## src/rtl/pipeline_ctrl_pkg.sv

```systemverilog
// Shared definitions for the pipeline sequencer / hazard controller.
//   state_e   : FSM state encodings (also exported on o_state)
//   FWD_*     : EX-stage operand select codes
//   NOP_INSTR : instruction word loaded on flush / bubble
package pipeline_ctrl_pkg;

  typedef enum logic [2:0] {
    StIdle   = 3'd0,
    StRun    = 3'd1,
    StStep   = 3'd2,
    StDrain  = 3'd3,
    StHalted = 3'd4
  } state_e;

  localparam logic [1:0] FWD_REG = 2'b00;  // register file
  localparam logic [1:0] FWD_WB  = 2'b01;  // MEM/WB result
  localparam logic [1:0] FWD_MEM = 2'b10;  // EX/MEM result

  localparam logic [31:0] NOP_INSTR = 32'h0000_0000;  // sll $0,$0,0

endpackage

```

## src/rtl/pipeline_ctrl_hazard_fwd_unit.sv

```systemverilog
// Combinational hazard detection and operand forwarding.
//   id_rs_i/id_rt_i         : ID-stage sources
//   ex_mem_read_i, ex_rs_i,
//   ex_rt_i                 : EX-stage instruction (load destination is ex_rt_i)
//   mem_reg_write_i/mem_rd_i: EX/MEM writer
//   wb_reg_write_i/wb_rd_i  : MEM/WB writer
//   load_use_o              : ID instruction needs a load still in EX
//   fwd_a_o/fwd_b_o         : operand select for ex_rs / ex_rt
module hazard_fwd_unit
  import pipeline_ctrl_pkg::*;
#(
  parameter int unsigned NB_ADDR = 5
) (
  input  logic [NB_ADDR-1:0] id_rs_i,
  input  logic [NB_ADDR-1:0] id_rt_i,
  input  logic               ex_mem_read_i,
  input  logic [NB_ADDR-1:0] ex_rs_i,
  input  logic [NB_ADDR-1:0] ex_rt_i,
  input  logic               mem_reg_write_i,
  input  logic [NB_ADDR-1:0] mem_rd_i,
  input  logic               wb_reg_write_i,
  input  logic [NB_ADDR-1:0] wb_rd_i,
  output logic               load_use_o,
  output logic [1:0]         fwd_a_o,
  output logic [1:0]         fwd_b_o
);

  // EX/MEM is the younger result, so it beats MEM/WB; $0 is hard-wired zero.
  function automatic logic [1:0] fwd_sel(input logic [NB_ADDR-1:0] src,
                                         input logic               mem_we,
                                         input logic [NB_ADDR-1:0] mem_rd,
                                         input logic               wb_we,
                                         input logic [NB_ADDR-1:0] wb_rd);
    if (mem_we && (mem_rd != '0) && (mem_rd == src)) begin
      return FWD_MEM;
    end else if (wb_we && (wb_rd != '0) && (wb_rd == src)) begin
      return FWD_WB;
    end
    return FWD_REG;
  endfunction

  always_comb begin
    load_use_o = ex_mem_read_i && (ex_rt_i != '0) &&
                 ((ex_rt_i == id_rs_i) || (ex_rt_i == id_rt_i));
    fwd_a_o    = fwd_sel(ex_rs_i, mem_reg_write_i, mem_rd_i, wb_reg_write_i, wb_rd_i);
    fwd_b_o    = fwd_sel(ex_rt_i, mem_reg_write_i, mem_rd_i, wb_reg_write_i, wb_rd_i);
  end

endmodule

```

## src/rtl/pipeline_ctrl.sv

```systemverilog
// Run/step/halt sequencer and hazard controller for the 5-stage MIPS pipeline.
//   i_clock, i_reset             : clock, synchronous active-high reset
//   i_run, i_step                : debug-unit pulses (free-run / single cycle) from IDLE
//   i_halt_instr                 : halt opcode in ID, starts the drain
//   i_branch_taken               : taken branch/jump, flushes IF/ID
//   i_id_*, i_ex_*, i_mem_*, i_wb_*: pipeline register fields for hazards / forwarding
//   o_valid, o_pc_enable, o_ifid_enable, o_flush_ifid, o_bubble: stage controls (combinational)
//   o_fwd_a, o_fwd_b             : EX operand selects (combinational, all states)
//   o_halted, o_state            : registered status
//   o_cycle_count                : registered count of cycles with o_valid=1
module pipeline_ctrl
  import pipeline_ctrl_pkg::*;
#(
  parameter int unsigned NB_ADDR      = 5,
  parameter int unsigned NB_CNT       = 32,
  parameter int unsigned DRAIN_CYCLES = 3
) (
  input  logic               i_clock,
  input  logic               i_reset,
  input  logic               i_run,
  input  logic               i_step,
  input  logic               i_halt_instr,
  input  logic               i_branch_taken,
  input  logic [NB_ADDR-1:0] i_id_rs,
  input  logic [NB_ADDR-1:0] i_id_rt,
  input  logic               i_ex_mem_read,
  input  logic [NB_ADDR-1:0] i_ex_rs,
  input  logic [NB_ADDR-1:0] i_ex_rt,
  input  logic               i_mem_reg_write,
  input  logic [NB_ADDR-1:0] i_mem_rd,
  input  logic               i_wb_reg_write,
  input  logic [NB_ADDR-1:0] i_wb_rd,
  output logic               o_valid,
  output logic               o_pc_enable,
  output logic               o_ifid_enable,
  output logic               o_flush_ifid,
  output logic               o_bubble,
  output logic [1:0]         o_fwd_a,
  output logic [1:0]         o_fwd_b,
  output logic               o_halted,
  output logic [2:0]         o_state,
  output logic [NB_CNT-1:0]  o_cycle_count
);

  localparam int unsigned NbDrain = (DRAIN_CYCLES > 1) ? $clog2(DRAIN_CYCLES) : 1;
  localparam logic [NbDrain-1:0] DrainLoad = NbDrain'(DRAIN_CYCLES - 1);

  state_e              state_q, state_d;
  logic [NbDrain-1:0]  drain_cnt_q, drain_cnt_d;
  logic [NB_CNT-1:0]   cycle_cnt_q, cycle_cnt_d;
  logic                halted_q;
  logic                load_use;

  hazard_fwd_unit #(
    .NB_ADDR(NB_ADDR)
  ) u_hazard_fwd (
    .id_rs_i        (i_id_rs),
    .id_rt_i        (i_id_rt),
    .ex_mem_read_i  (i_ex_mem_read),
    .ex_rs_i        (i_ex_rs),
    .ex_rt_i        (i_ex_rt),
    .mem_reg_write_i(i_mem_reg_write),
    .mem_rd_i       (i_mem_rd),
    .wb_reg_write_i (i_wb_reg_write),
    .wb_rd_i        (i_wb_rd),
    .load_use_o     (load_use),
    .fwd_a_o        (o_fwd_a),
    .fwd_b_o        (o_fwd_b)
  );

  // Next state and drain counter.
  always_comb begin
    state_d     = state_q;
    drain_cnt_d = drain_cnt_q;
    case (state_q)
      StIdle: begin
        if (i_run) begin
          state_d = StRun;
        end else if (i_step) begin
          state_d = StStep;
        end
      end
      StRun: begin
        if (i_halt_instr) begin
          state_d     = StDrain;
          drain_cnt_d = DrainLoad;
        end
      end
      StStep: begin
        if (i_halt_instr) begin
          state_d     = StDrain;
          drain_cnt_d = DrainLoad;
        end else begin
          state_d = StIdle;
        end
      end
      StDrain: begin
        if (drain_cnt_q == '0) begin
          state_d = StHalted;
        end else begin
          drain_cnt_d = drain_cnt_q - 1'b1;
        end
      end
      StHalted: state_d = StHalted;
      default:  state_d = StIdle;
    endcase
  end

  // Stage controls act in the current cycle. Drain overrides hazards; a taken branch
  // discards the ID instruction, so a coincident load-use stall is moot.
  always_comb begin
    o_valid       = 1'b0;
    o_pc_enable   = 1'b0;
    o_ifid_enable = 1'b0;
    o_flush_ifid  = 1'b0;
    o_bubble      = 1'b0;
    case (state_q)
      StRun, StStep: begin
        o_valid       = 1'b1;
        o_pc_enable   = 1'b1;
        o_ifid_enable = 1'b1;
        if (i_branch_taken) begin
          o_flush_ifid = 1'b1;
        end else if (load_use) begin
          o_pc_enable   = 1'b0;
          o_ifid_enable = 1'b0;
          o_bubble      = 1'b1;
        end
      end
      StDrain: begin
        o_valid       = 1'b1;
        o_ifid_enable = 1'b1;
        o_flush_ifid  = 1'b1;
      end
      default: ;
    endcase
  end

  assign cycle_cnt_d = cycle_cnt_q + NB_CNT'(o_valid);

  always_ff @(posedge i_clock) begin
    if (i_reset) begin
      state_q     <= StIdle;
      drain_cnt_q <= '0;
      cycle_cnt_q <= '0;
      halted_q    <= 1'b0;
    end else begin
      state_q     <= state_d;
      drain_cnt_q <= drain_cnt_d;
      cycle_cnt_q <= cycle_cnt_d;
      halted_q    <= (state_d == StHalted);
    end
  end

  assign o_state       = state_q;
  assign o_halted      = halted_q;
  assign o_cycle_count = cycle_cnt_q;

endmodule

```

## config.mk

```make
export PLATFORM = sky130hd
export DESIGN_NAME = pipeline_ctrl
export DESIGN_NICKNAME = d
export VERILOG_FILES = /design/src/rtl/pipeline_ctrl_pkg.sv /design/src/rtl/pipeline_ctrl_hazard_fwd_unit.sv /design/src/rtl/pipeline_ctrl.sv
export SDC_FILE = /design/constraint.sdc
export NUM_CORES = 1
export LEC_CHECK = 0
export BUFFER_PORTS_ARGS = -buffer_cell sky130_fd_sc_hd__buf_2
export CORE_ASPECT_RATIO = 1.5
export CORE_MARGIN = 3
export CORE_UTILIZATION = 49
export CTS_CLUSTER_DIAMETER = 60
export CTS_CLUSTER_SIZE = 14
export DETAILED_ROUTE_END_ITERATION = 6
export PLACE_DENSITY_LB_ADDON = 0.25
export SKIP_CTS_REPAIR_TIMING = 1
export SYNTH_ARGS = -nofsm -noshare
export SYNTH_HDL_FRONTEND = slang
export SYNTH_SLANG_ARGS = --single-unit
```

## constraint.sdc

```tcl
create_clock -name i_clock -period 3.9 [get_ports i_clock]
set_clock_uncertainty 0.15 [all_clocks]
set_input_delay 0.78 -clock i_clock [delete_from_list [all_inputs] [get_ports i_clock]]
set_output_delay 0.78 -clock i_clock [all_outputs]
set_load 0.1 [all_outputs]
```

== After elaboration in Yosys (flattened, before gate mapping) ==
Index checks and enable logic that the tools add are counted.

* Register bits after elaboration: 38
* Latch bits: 0
* Bits in writable memories: 0
* Memory bits (read-only): 0
* Output and inout port bits: 45
* Word-level logic and storage cells: 66
* Memories kept: 0

* $add $sub $neg: 2
* Multipliers: 0
* Div/mod/pow operators: 0
* $lt $le $gt $ge: 0
* Eq/ne operators: 13
* Shift-type cells: 0
* Multiplexer cells: 29
* Bitwise gates (word level): 0
* Reduce and logical (&&, ||, !) cells: 18

{| class="wikitable"
|+ Operator list
! cell !! number
|-
| $add A32 B1 Y32 || 1
|-
| $eq A5 B5 Y1 || 6
|-
| $mux W2 || 9
|-
| $pmux W3 S5 || 1
|-
| $reduce_bool A5 Y1 || 3
|-
| $mux W1 || 12
|-
| $mux W3 || 4
|-
| $logic_and A1 B1 Y1 || 8
|-
| $eq A3 B2 Y1 const B || 2
|-
| $eq A3 B3 Y1 const B || 2
|-
| $pmux W1 S2 || 2
|-
| $pmux W2 S2 || 1
|-
| $eq A3 B1 Y1 const B || 1
|-
| $logic_not A3 Y1 || 1
|-
| $reduce_and A3 Y1 || 1
|-
| $reduce_or A3 Y1 || 1
|-
| $logic_not A2 Y1 || 1
|-
| $ne A2 B1 Y1 const B || 1
|-
| $ne A2 B2 Y1 const B || 1
|-
| $reduce_bool A2 Y1 || 1
|-
| $reduce_or A2 Y1 || 1
|-
| $sub A2 B1 Y2 const B || 1
|-
| $logic_or A1 B1 Y1 || 1
|}

== Depth between registers and ports, before layout ==
* Depth after elaboration: 6
* Depth in mapped cells: 11
* Gate-level depth less buffers: 9

== Modules after synthesis ==
From an unflattened synthesis, not the netlist that was laid out.

* Cell total of the unflattened synthesis: 253
* Area, all modules: 2199.6 µm²

{| class="wikitable"
|+ Modules (own cells, without submodules)
! module !! instances !! cells an instance !! area each (µm²)
|-
| pipeline_ctrl || 1 || 199 || 1776.7
|-
| hazard_fwd_unit || 1 || 54 || 422.9
|}

== Least setup slack after synthesis ==
OpenSTA, ideal clock, no wires.

* Kind: input -> output
* Start point: input port i_ex_rt[0]
* End point: output port o_fwd_b[0]
* Data arrival time: 6.208 ns
* Data required time: 2.970 ns
* Setup slack: -3.238 ns
* Stages on the path: 5
* Cells stage by stage: clkbuf_1 -> xnor2_1 -> nand3_1 -> nor4_1 -> nor4_1

* Word-level cells in the longest chain between the ends: 5

{| class="wikitable"
|+ RTL lines
! what !! RTL line !! RTL
|-
| from (decl) || pipeline_ctrl.sv:28 || <nowiki>input logic [NB_ADDR-1:0] i_ex_rt,</nowiki>
|-
| $eq A5 B5 Y1 || pipeline_ctrl_hazard_fwd_unit.sv:36 || <nowiki>end else if (wb_we && (wb_rd != '0) && (wb_rd == src)) begin</nowiki>
|-
| $logic_and A1 B1 Y1 || pipeline_ctrl_hazard_fwd_unit.sv:36 ||
|-
| $mux W1 || pipeline_ctrl_hazard_fwd_unit.sv:36 ||
|-
| $mux W1 || pipeline_ctrl_hazard_fwd_unit.sv:34 || <nowiki>if (mem_we && (mem_rd != '0) && (mem_rd == src)) begin</nowiki>
|-
| $mux W2 (*) || pipeline_ctrl_hazard_fwd_unit.sv:39 || <nowiki>return FWD_REG;</nowiki>
|-
| to (decl) || pipeline_ctrl.sv:39 || <nowiki>output logic [1:0] o_fwd_b,</nowiki>
|}

Mark *: on every way between the ends. The rest lies on a longest branch, timed or not.

== Worst setup path in the final report ==
* Start point: input port i_mem_rd[0]
* End point: output port o_fwd_a[0]

* Word-level cells in the longest chain between the ends: 5

{| class="wikitable"
|+ RTL lines
! what !! RTL line !! RTL
|-
| from (decl) || pipeline_ctrl.sv:30 || <nowiki>input logic [NB_ADDR-1:0] i_mem_rd,</nowiki>
|-
| $reduce_bool A5 Y1 || pipeline_ctrl_hazard_fwd_unit.sv:34 ||
|-
| $logic_and A1 B1 Y1 || pipeline_ctrl_hazard_fwd_unit.sv:34 ||
|-
| $logic_and A1 B1 Y1 (*) || pipeline_ctrl_hazard_fwd_unit.sv:34 ||
|-
| $mux W2 / $mux W1 (equally long branches) || pipeline_ctrl_hazard_fwd_unit.sv:34 ||
|-
| $mux W2 (*) || pipeline_ctrl_hazard_fwd_unit.sv:39 ||
|-
| to (decl) || pipeline_ctrl.sv:38 || <nowiki>output logic [1:0] o_fwd_a,</nowiki>
|}

Marked as above.

==> run metrics <==
outcome finished clean; most common cell after layout, fill and taps aside buf_2; Area contributors post-synth dfxtp_1 35%, xor2_1 14%, xnor2_1 8.7%; master of the slowest instance on the critical path or4_1; f_max 291 MHz; drt via density 5.55; die height 88.1 µm; synthesis-to-finish area growth 28.4%; depth of the most critical reg-to-reg path 9; syn avg cell area 8.16 µm²; die area 0.00535 mm²; Non-Filler Instances 391; Die X 60.8 µm; CTS Root Cell clkbuf_8; max_slew headroom 57.1%; required time worst endpoint 2.97 ns; wire per inst 13.7 µm; CTS tree built; worst vdd ir 280 µV; busiest layer in global routing met2; Routed WL 5.34 mm; total gr overflow 0; Placed Cells 383; Worst Path Arrival 2.50 ns; Port Buffer Count 83; starting DRC count in detailed routing 122; CP endpoint o_fwd_a[0]; post-synthesis sequential area ratio 34.5%; Final Cycle Share 88.0%; worst-margin pin slew 0.643 ns; Distinct cells, synth 35; GRT met3 Usage 4.72%; YS warnings 0; initial antenna violation count 0; area of the mapped netlist 0.00220 mm²; FF+latch count, synth 38; most frequent cells in the layout 83 x buf_2, 36 x dfxtp_1, 35 x xor2_1; final worst setup slack 0.469 ns; Power Total 1100 µW; critical path depth in cells 6; worst hold slack 0.320 ns; critical path fanouts, max 3; core box area 0.00428 mm²; Inserted Clock Buffers 5; DRC Markers 0; row count 29; Worst-path clk slew 0.08 ns; DP Wirelength 4.17 mm; global-route track usage on met2 38.1%; P per Cell Area 389 mW/mm²; met1 GRT Util 23.3%; Initial Util 51.5%; vias 2170; Final Max Slew Viols 0; Clk Latency, worst-skew pair 0.28 ns; reg2reg end o_cycle_count[28]; R2R setup slack 1.03 ns; DP Worst Slack 0.464 ns; worst hold path class flop to flop; Top FF cell, synth dfxtp_1; vias in the first global route 2044; Nets 387; crit path time final 3.43 ns; Async SR Flop Fraction 0%; Startpoint Class primary input; Static Leak 0.00117 µW; ANT cells 0; Fin. Hold Viols 0; # IOs 84; RSZ-0062 raised after global routing no; first-pass GRT wire length 8.96 mm; Clock Tree Buf Depth 2; final core occ 66.1%; post-synth top area share 34.5%; CTS Sinks 38; crit path cell chain buf_2, or4_1, o21ai_1, nor4_4, nor4_4, buf_2; Critical path origin i_mem_rd[0]; WP buf/inv 2; number of synthesized flops with an enable pin 0; synthesized instance count 270; Mapped Nets 313; layout cells sized above 1 31.3%; DRT antenna net count 0; max-cap violations 0; CP endpoint kind output port; largest net degree at the start of global routing 38; Final setup viols 0; Tot GR Track Use 21.5%; largest area contributor in the netlist dfxtp_1; Crit Reg-Reg Startpoint o_state[0]; CTS H-tree lvls 2; drt pass-1 iters 5; CP top delay family simple AND/OR/NAND/NOR gates; critical path class primary input to output port; GP Congestion 0.813; slowest stage delay, CP 0.52 ns
power breakdown:
group          switching [µW]  leakage, µW  internal, µW
combinational             222     0.000795          71.0
clock                     143    0.0000696           247
sequential               17.3     0.000308           400
flip-flops by register name (all words and copies together), names as in the netlist:
signal,count
o_cycle_count,32
o_halted,1
drain_cnt_q,2
o_state,3
worst min path at each step:
stage	cells past startpoint	start	end
2_1_floorplan	2	drain_cnt_q[0]	drain_cnt_q[0]
3_3_place_gp	2	drain_cnt_q[0]	drain_cnt_q[0]
3_5_place_dp	2	drain_cnt_q[0]	drain_cnt_q[0]
4_1_cts	2	drain_cnt_q[0]	drain_cnt_q[0]
5_1_grt	2	drain_cnt_q[0]	drain_cnt_q[0]
6_report	2	drain_cnt_q[0]	drain_cnt_q[0]
cells in the mapped netlist (2+ instances only):
cell type / number
or4_1: 6
a211oi_1: 2
nor2b_1: 5
xor2_1: 35
ha_1: 4
dfxtp_1: 38
nand2_1: 14
nand4_1: 6
nor3_1: 12
nor4_1: 11
or3_1: 3
o21ai_0: 9
nor3b_1: 2
buf_2: 3
xnor2_1: 22
nand2b_1: 2
nor2_1: 35
buf_1: 3
a21oi_1: 10
clkbuf_1: 10
and2_2: 2
nand3_1: 16
inv_1: 4
and3_1: 5
worst reg2reg max path, stage by stage, from the launching register on:
cell and delay (ns):
dfxtp_4 0.42, nor2_1 0.11, nor2_4 0.14, ha_1 0.19, ha_1 0.20, nand2_1 0.12
or4_2 0.80, nor4_1 0.39, xnor2_1 0.16, nor2_1 0.05
area by class of cell:
cell class,count,area (µm²)
clock buffers,7,108
fillers,397,1450
repair buffers,83,415
well taps,46,57.6
inverters,4,15.0
clock inverters,1,30.0
multi-input cells,212,1440
flip-flops and latches,38,768
logic make-up (layout without fill, tap and decap cells):
group	after synthesis	after routing	share of synthesized area [%]
adder cells (fa/ha/maj)	4	4	2.27
XOR/XNOR	57	57	22.7
AO/OA/AOI/OAI	24	24	6.08
AND/OR/NAND/NOR	127	127	30.9
flip-flops	38	38	34.5
buffers and inverters	20	95	3.58
stage by stage:
| step | setup TNS, ns | cell area (µm²) |
|---|---|---|
| after CTS | 0 | 2830 |
| after floorplan | -0.618 | 2280 |
| after global placement | 0 | 2690 |
| after global routing | 0 | 2830 |
| final | 0 | 2830 |
| after detailed placement | 0 | 2690 |
metal layers:
layer	routed length, µm	vias up
li1	-	1078
met1	1980	997
met2	2880	81
met3	333	14
met4	144	0
met5	0	-
Note: power is estimated with default switching activity, not from simulation.
